<file path="src/rtl/mc_control_fsm.sv">
// Multi-cycle control FSM for the 16-bit processor. Moore-style outputs per state, with the
// memory-facing strobes qualified by mem_ready, a memory wait/timeout counter, an illegal-opcode
// trap and a retired-instruction counter.
module mc_control_fsm #(
    parameter int unsigned ALUOP_W     = 3,
    parameter int unsigned FUNCT_W     = 4,
    parameter int unsigned MEM_TIMEOUT = 16,
    parameter int unsigned CNT_W       = 16
) (
    input  logic               CLK,
    input  logic               Reset,
    input  logic [2:0]         opcode,
    input  logic [FUNCT_W-1:0] funct,
    input  logic               mem_ready,
    output logic               PCWrite,
    output logic               IoD,
    output logic               MemR,
    output logic               MemW,
    output logic               IRWrite,
    output logic               RegWrite,
    output logic               branch,
    output logic [1:0]         Mem2Reg,
    output logic [1:0]         ALUSrcA,
    output logic [1:0]         ALUSrcB,
    output logic [ALUOP_W-1:0] ALUOp,
    output logic               PCSrc,
    output logic [1:0]         branchType,
    output logic               trap,
    output logic [1:0]         trap_cause,
    output logic [CNT_W-1:0]   retired,
    output logic [3:0]         state_dbg
);

    typedef enum logic [3:0] {
        StFetch   = 4'd0,
        StDecode  = 4'd1,
        StRExec   = 4'd2,
        StRiExec  = 4'd3,
        StAluWb   = 4'd4,
        StMemAddr = 4'd5,
        StLwMem   = 4'd6,
        StLwWb    = 4'd7,
        StSwMem   = 4'd8,
        StBranch  = 4'd9,
        StJal     = 4'd10,
        StJalr    = 4'd11,
        StTrap    = 4'd15
    } state_e;

    // Counter only has to reach MEM_TIMEOUT-1 before the trap fires.
    localparam int unsigned WaitW = (MEM_TIMEOUT > 2) ? $clog2(MEM_TIMEOUT) : 1;
    localparam logic [WaitW-1:0] WaitLast = WaitW'((MEM_TIMEOUT == 0) ? 0 : MEM_TIMEOUT - 1);

    localparam logic [ALUOP_W-1:0] AluAdd  = '0;
    localparam logic [ALUOP_W-1:0] AluSub  = ALUOP_W'(1);
    localparam logic [ALUOP_W-1:0] AluIdle = '1;

    state_e           state_q, state_d;
    logic [WaitW-1:0] wait_q, wait_d;
    logic [1:0]       cause_q, cause_d;
    logic [CNT_W-1:0] retired_q;
    logic             in_wait, timeout, retire;

    // Next-state, trap cause and wait-counter logic.
    always_comb begin
        state_d = state_q;
        cause_d = cause_q;
        in_wait = (state_q == StFetch) || (state_q == StLwMem) || (state_q == StSwMem);
        timeout = (MEM_TIMEOUT != 0) && in_wait && !mem_ready && (wait_q == WaitLast);
        case (state_q)
            StFetch:   if (mem_ready) state_d = StDecode;
            StDecode: begin
                case (opcode)
                    3'd0:       state_d = StRExec;
                    3'd1:       state_d = StRiExec;
                    3'd2, 3'd3: state_d = StMemAddr;
                    3'd4:       state_d = StBranch;
                    3'd5:       state_d = StJal;
                    3'd6:       state_d = StJalr;
                    default: begin
                        state_d = StTrap;
                        cause_d = 2'd1;
                    end
                endcase
            end
            StRExec, StRiExec: state_d = StAluWb;
            StMemAddr: state_d = (opcode == 3'd2) ? StLwMem : StSwMem;
            StLwMem:   if (mem_ready) state_d = StLwWb;
            StSwMem:   if (mem_ready) state_d = StFetch;
            StAluWb, StLwWb, StBranch, StJal, StJalr: state_d = StFetch;
            StTrap:    state_d = StTrap;
            default:   state_d = StFetch;
        endcase
        if (timeout) begin
            state_d = StTrap;
            cause_d = 2'd2;
        end
        // Cleared on entry to a waiting state, counts not-ready cycles while staying.
        wait_d = wait_q;
        if (state_d != state_q) begin
            wait_d = '0;
        end else if (in_wait && !mem_ready) begin
            wait_d = wait_q + WaitW'(1);
        end
        retire = (state_d == StFetch) &&
                 ((state_q == StAluWb) || (state_q == StLwWb) || (state_q == StSwMem) ||
                  (state_q == StBranch) || (state_q == StJal) || (state_q == StJalr));
    end

    // State, counters and trap cause; synchronous reset takes priority.
    always_ff @(posedge CLK) begin
        if (Reset) begin
            state_q   <= StFetch;
            wait_q    <= '0;
            cause_q   <= 2'd0;
            retired_q <= '0;
        end else begin
            state_q <= state_d;
            wait_q  <= wait_d;
            cause_q <= cause_d;
            if (retire) retired_q <= retired_q + CNT_W'(1);
        end
    end

    // Per-state datapath controls; forced to defaults while Reset is high.
    always_comb begin
        PCWrite    = 1'b0;
        IoD        = 1'b0;
        MemR       = 1'b0;
        MemW       = 1'b0;
        IRWrite    = 1'b0;
        RegWrite   = 1'b0;
        branch     = 1'b0;
        Mem2Reg    = 2'd0;
        ALUSrcA    = 2'd0;
        ALUSrcB    = 2'd0;
        ALUOp      = AluIdle;
        PCSrc      = 1'b0;
        branchType = 2'd0;
        trap       = 1'b0;
        if (!Reset) begin
            case (state_q)
                StFetch: begin
                    MemR    = 1'b1;
                    ALUSrcB = 2'd1;
                    ALUOp   = AluAdd;
                    IRWrite = mem_ready;
                    PCWrite = mem_ready;
                end
                StDecode: begin
                    ALUSrcA = 2'd2;
                    ALUSrcB = 2'd2;
                    ALUOp   = AluAdd;
                end
                StRExec: begin
                    ALUSrcA = 2'd1;
                    ALUOp   = funct[ALUOP_W-1:0];
                end
                StRiExec: begin
                    ALUSrcA = 2'd1;
                    ALUSrcB = 2'd2;
                    ALUOp   = funct[ALUOP_W-1:0];
                end
                StAluWb:  RegWrite = 1'b1;
                StMemAddr: begin
                    ALUSrcA = 2'd1;
                    ALUSrcB = 2'd2;
                    ALUOp   = AluAdd;
                end
                StLwMem: begin
                    MemR = 1'b1;
                    IoD  = 1'b1;
                end
                StLwWb: begin
                    RegWrite = 1'b1;
                    Mem2Reg  = 2'd1;
                end
                StSwMem: begin
                    MemW = 1'b1;
                    IoD  = 1'b1;
                end
                StBranch: begin
                    ALUSrcA    = 2'd1;
                    ALUOp      = AluSub;
                    branch     = 1'b1;
                    PCSrc      = 1'b1;
                    branchType = funct[1:0];
                end
                StJal: begin
                    RegWrite = 1'b1;
                    Mem2Reg  = 2'd2;
                    PCWrite  = 1'b1;
                    PCSrc    = 1'b1;
                end
                StJalr: begin
                    ALUSrcA  = 2'd1;
                    ALUSrcB  = 2'd2;
                    ALUOp    = AluAdd;
                    RegWrite = 1'b1;
                    Mem2Reg  = 2'd2;
                    PCWrite  = 1'b1;
                end
                StTrap:   trap = 1'b1;
                default:  trap = 1'b0;
            endcase
        end
    end

    assign trap_cause = cause_q;
    assign retired    = retired_q;
    assign state_dbg  = state_q;

endmodule

</file>
<file path="config.mk">
export PLATFORM = sky130hd
export DESIGN_NAME = mc_control_fsm
export DESIGN_NICKNAME = d
export VERILOG_FILES = /design/src/rtl/mc_control_fsm.sv
export SDC_FILE = /design/constraint.sdc
export NUM_CORES = 1
export LEC_CHECK = 0
export CAP_MARGIN = 20
export CORE_MARGIN = 3
export CORE_UTILIZATION = 46
export DETAILED_ROUTE_END_ITERATION = 10
export HOLD_SLACK_MARGIN = 0.03
export PLACE_DENSITY_LB_ADDON = 0.08
export SYNTH_ARGS = -nofsm -noshare
export SYNTH_HDL_FRONTEND = slang
export SYNTH_SLANG_ARGS = --single-unit
</file>
<file path="constraint.sdc">
create_clock -name CLK -period 2.43 [get_ports CLK]
set_input_delay 0.729 -clock CLK [delete_from_list [all_inputs] [get_ports CLK]]
set_output_delay 0.729 -clock CLK [all_outputs]
set_load 0.05 [all_outputs]
</file>
### Word level (Yosys, flattened, before mapping)

Cells that the tools add are included.

| word-level totals | value |
|---|---|
| word-level logic and storage cells | 97 |
| latch bits | 0 |
| memories kept | 0 |
| output and inout bits | 42 |
| flip-flop bits (word level) | 26 |
| bits in writable memories | 0 |
| memory bits (read-only) | 0 |

| cells by class | value |
|---|---|
| shifts and indexed selects | 0 |
| $lt $le $gt $ge | 0 |
| reductions and logical operators | 30 |
| add/subtract/negate cells | 2 |
| div/mod/pow operators | 0 |
| equal/unequal tests | 21 |
| $mul | 0 |
| bitwise logic cells | 1 |
| mux-type cells | 38 |

Operator list:

| cell | count |
|---|---|
| 4-bit case mux with 7 select lines | 1 |
| 4-bit equality test (second input constant) | 6 |
| 4-bit case mux with 6 select lines | 1 |
| 4-bit two-way mux | 5 |
| 1-bit two-way mux | 17 |
| 16-bit by 1-bit adder with 16-bit output (second input constant) | 1 |
| 4-bit by 3-bit equality test with 1-bit output (second input constant) | 4 |
| 2-bit two-way mux | 8 |
| 2-bit OR reduction | 8 |
| 2-bit case mux with 2 select lines | 3 |
| 4-bit OR reduction | 3 |
| 3-bit equality test (second input constant) | 3 |
| 3-bit case mux with 3 select lines | 1 |
| 4-bit by 2-bit equality test with 1-bit output (second input constant) | 2 |
| 4-bit logical NOT | 2 |
| 1-bit logical OR | 7 |
| 7-bit OR reduction | 1 |
| 3-bit by 2-bit equality test with 1-bit output (second input constant) | 2 |
| 5-bit OR reduction | 1 |
| 4-bit by 1-bit adder with 4-bit output (second input constant) | 1 |
| 4-bit by 1-bit equality test with 1-bit output (second input constant) | 1 |
| 4-bit inequality test | 1 |
| 2-bit AND reduction | 2 |
| 3-bit by 1-bit equality test with 1-bit output (second input constant) | 1 |
| other kinds (8) | 10 |

### Longest topological paths before layout

| depth | value |
|---|---|
| depth in word-level cells | 8 |
| mapped depth | 7 |
| mapped depth without buffers | 5 |

### Worst setup path before layout

OpenSTA, ideal clock, no wires.

| timing | value |
|---|---|
| path kind | register to output |
| from | reg state_q[3] (netlist: state_dbg[3]) |
| to | out PCWrite |
| path slack | -1.741 ns |
| stages on the path, launching flop included | 6 |
| path buffers | 1 |
| arrival time | 3.442 ns |
| cells stage by stage | dfxtp_1 -> buf_6 -> or2_2 -> nor4_1 -> and2_1 -> or2_2 |

| between the ends | value |
|---|---|
| word-level cells in the longest chain between the ends | 4 |
| elaborated cells between the ends (all ways) | 6 |

RTL lines:

| what | line | text |
|---|---|---|
| start: declaration | 58 | `state_e state_q, state_d;` |
| start signal: assignment | 113 | `state_q <= StFetch;` |
| start signal: assignment | 118 | `state_q <= state_d;` |
| 4-bit equality test | 142 | `case (state_q)` |
| 2-bit OR reduction (no line) | n/a |  |
| 1-bit case mux with 2 select lines * | 142 |  |
| 1-bit two-way mux * | 141 | `if (!Reset) begin` |
| end: declaration | 15 | `output logic PCWrite,` |

Mark *: on every way between the ends. The rest lies on a longest branch, timed or not.

### Worst setup path in the final report

| timing | value |
|---|---|
| from | in Reset |
| to | out PCWrite |

| between the ends | value |
|---|---|
| word-level cells in the longest chain between the ends | 1 |

RTL lines:

| what | line | text |
|---|---|---|
| start: declaration | 11 | `input logic Reset,` |
| 1-bit two-way mux | 141 |  |

No other way between the ends.

==> results.yml <==
drt:
  wire_per_inst_um: 12.9
  first_pass_iters: 4
  vias: 1805
  ant_nets: 0
  drt_iter0_markers: 90
  drt_wl_total_um: 4300
  vias_per_cell: 5.42
  drc: 0
clock_network:
  cts_max_level: 1
  numCtsBuffers: 3
  clockBufferDepth: 2
  cts_sinks: 26
  postCtsHoldBufs: 0
  clk_latency_ns: 0.32
  tritoncts: "done"
  cts_root_buf: "clkbuf_4"
  clk_pin_slew_ns: 0.13
final_layout:
  seq_area_um2: 536
  drive_gt1_share_pct: 27.9
  syn2layout_area_growth_pct: 56.9
  fillers: 251
  fin_nets: 300
  num_antenna_cells: 0
  multi_input_area_um2: 1180
  fin_util_pct: 76.7
critical_path:
  critPathTopFamily: "buffers and inverters"
  path_buf_inv: 3
  worstSetupStartpointType: "input port"
  critPathKind: "input port to output port"
  crit_chain: "buf_2 > inv_1 > and3_1 > or2_4 > buf_8"
  worst_ep_arrival_time_ns: 1.66
  crit_required_ns: 1.70
  slowest_stage: "or2_4"
  cpPeakStageDelay_ns: 0.26
  cp-end-kind: "output port"
  path_max_fanout: 8
  rrSetupSlack_ns: 0.49
synthesis:
  synth-seq-cells: 26
  yosys-top-cells-area: "dfxtp_1, xnor2_1, nand2_1"
  synth_area_um2: 1670
  synth_fp_nets: 235
  ys_warn_count: 0
  syn_inst: 223
  ys_types: 44
  yosysSeqAreaShare_pct: 31.2
  yosysTopAreaCellShare_pct: 31.2
  synth.avg_cell_area_um2: 7.48
  synth_top_area_cell: "dfxtp_1"
sta:
  finalCriticalPeriod_ns: 2.38
  setup_viol: 0
  rsz0062_at_grt: "true"
  period_share_pct: 98.1
  tightest_slew_ns: 0.511
  slew_headroom_pct: 65.9
  fin_skew_ns: 0.00406
  clock.fmax_mhz: 419
  maxSlewViolCount: 0
  hold_viol: 0
  finalSetupTns_ns: 0
floorplan:
  num_rows: 21
  initial_core_util_pct: 48.9
  ios: 52
  coreArea_um2: 3420
  die_h_um: 66.2
  die_width_um: 66.2
  dieArea_um2: 4390
pwr:
  ir_drop_v: 0.000444
  p_per_area_nw_per_um2: 441
  leakagePower_nw: 1.04
global_route:
  antenna_found_initial: 0
  first_global_vias: 1602
  grt_max_degree: 36
  grt_pass1_wl_um: 7290
  grt.total_usage_pct: 20.8
  grt_overflow: 0
worst_hold_path:
  min_path_type: "flip-flop to flip-flop"
placement:
  dpl.hpwl_um: 3050
  io_buffers: 50
  gp_congestion: 0.769
flow_run:
  maxCapViolations: 0
status:
  status: "finished, final reports clean"
[final cells by class]
| class | count | area share (%) |
|---|---|---|
| Multi-Input combinational cell | 175 | 45.2 |
| Timing Repair Buffer | 76 | 30.2 |
| Sequential cell | 26 | 20.4 |
| Tap cell | 46 | 2.20 |
| Clock buffer | 4 | 1.00 |
| Inverter | 6 | 0.860 |
[cells by family after synthesis]
| family | Yosys count | synth area share [%] |
|---|---|---|
| adder cells (fa/ha/maj) | 2 | 1.50 |
| multiplexers | 3 | 1.80 |
| flip-flops | 26 | 31.2 |
| AO/OA/AOI/OAI | 39 | 15.4 |
| AND/OR/NAND/NOR | 113 | 34.4 |
| buffers and inverters | 22 | 6.22 |
| XOR/XNOR | 18 | 9.45 |
[tightest hold or removal path, delay by kind of cell, from the launching register on]
family          cells  cell delay, ns
flops               1            0.33
compound gates      2            0.12
[power breakdown]
group,total (W),internal [W],switching [W]
clock network,0.000184,0.0000643,0.000120
registers,0.000470,0.000438,0.0000327
logic,0.000500,0.000225,0.000276
[state kept, by name (all words and copies together) (netlist names)]
signal and cells:
trap_cause 2, state_dbg 4, retired 16, wait_q 4
[timing repair]
action                                  in CTS  in global routing
buffers inserted                             7                  1
endpoints found under the setup margin       8                 12
pin swaps                                    0                  3
resized for setup                            3                  8
[per-layer routing]
metal	wire (µm)	vias to the layer above	GRT usage [%]
li1	-	913	-
met5	0	-	0
met4	46	0	5.08
met2	2040	50	34.9
met3	231	6	4.76
met1	1980	836	26.7
[Yosys cell counts]
cell and n:
and2_1 3, nor3b_1 1, a22oi_1 1, or4b_1 1, o221a_2 1, mux2i_1 3
nand3b_1 3, xnor2_1 12, nand2_1 25, or3_1 5, or4_1 1, nor4b_1 1
a21o_1 3, a21oi_1 11, a2bb2oi_1 1, a211oi_1 1, inv_1 6, o211ai_2 1
xor2_1 6, or2_4 1, clkbuf_1 8, o211ai_1 1, nand2b_1 4, a211oi_2 1
nand4_1 6, and3_1 3, buf_1 1, a22o_1 1, nand3_1 9, a211o_1 1
o31ai_1 1, nor2_1 25, dfxtp_1 26, a41oi_1 1, o21ai_0 11, nor4_1 7
nor3_1 13, and4_1 2, buf_2 5, o2111a_1 1, a31oi_1 2, ha_1 2
or2_2 3, buf_6 2
[path summary, 6_finish.rpt]
check                 from             to  depth (start not counted)
max                  Reset        PCWrite                          5
min          trap_cause[1]  trap_cause[1]                          2
max reg2reg   state_dbg[0]      wait_q[1]                          6
min reg2reg  trap_cause[1]  trap_cause[1]                          2
[stage by stage]
step	hold WS [ns]	worst slack, ns	total power [W]	instances	cell area [µm²]
after global placement	0.470	-0.0913	0.000956	321	2510
after CTS	0.488	0.00743	0.00116	332	2580
final	0.487	0.0455	0.00116	333	2620
after detailed placement	0.469	-0.0869	0.000959	321	2510
after global routing	0.542	-0.0471	0.00122	333	2620
after floorplan	0.514	-0.351	0.000784	223	1850
[cells in the final DEF (no fill, tap or decap), types with 2 or more instances in the layout]
| cell | Yosys | layout |
|---|---|---|
| a21o_1 | 3 | 3 |
| a21oi_1 | 11 | 10 |
| a31oi_1 | 2 | 2 |
| and2_4 | 0 | 2 |
| and3_1 | 3 | 3 |
| and4_1 | 2 | 2 |
| buf_12 | 0 | 11 |
| buf_2 | 5 | 2 |
| buf_4 | 0 | 33 |
| buf_6 | 2 | 2 |
| clkbuf_4 | 0 | 3 |
| clkdlybuf4s50_1 | 0 | 23 |
| dfxtp_1 | 26 | 22 |
| dfxtp_4 | 0 | 4 |
| dlymetal6s2s_1 | 0 | 3 |
| ha_1 | 2 | 2 |
| inv_1 | 6 | 5 |
| mux2i_1 | 3 | 3 |
| nand2_1 | 25 | 23 |
| nand2_2 | 0 | 2 |
| nand2b_1 | 4 | 4 |
| nand3_1 | 9 | 9 |
| nand3b_1 | 3 | 3 |
| nand4_1 | 6 | 6 |
| nor2_1 | 25 | 23 |
| nor3_1 | 13 | 9 |
| nor3_4 | 0 | 4 |
| nor4_1 | 7 | 4 |
| nor4_4 | 0 | 3 |
| o21ai_0 | 11 | 11 |
| or2_4 | 1 | 3 |
| or3_1 | 5 | 5 |
| xnor2_1 | 12 | 12 |
| xor2_1 | 6 | 6 |
Note: power is estimated with default switching activity, not from simulation.
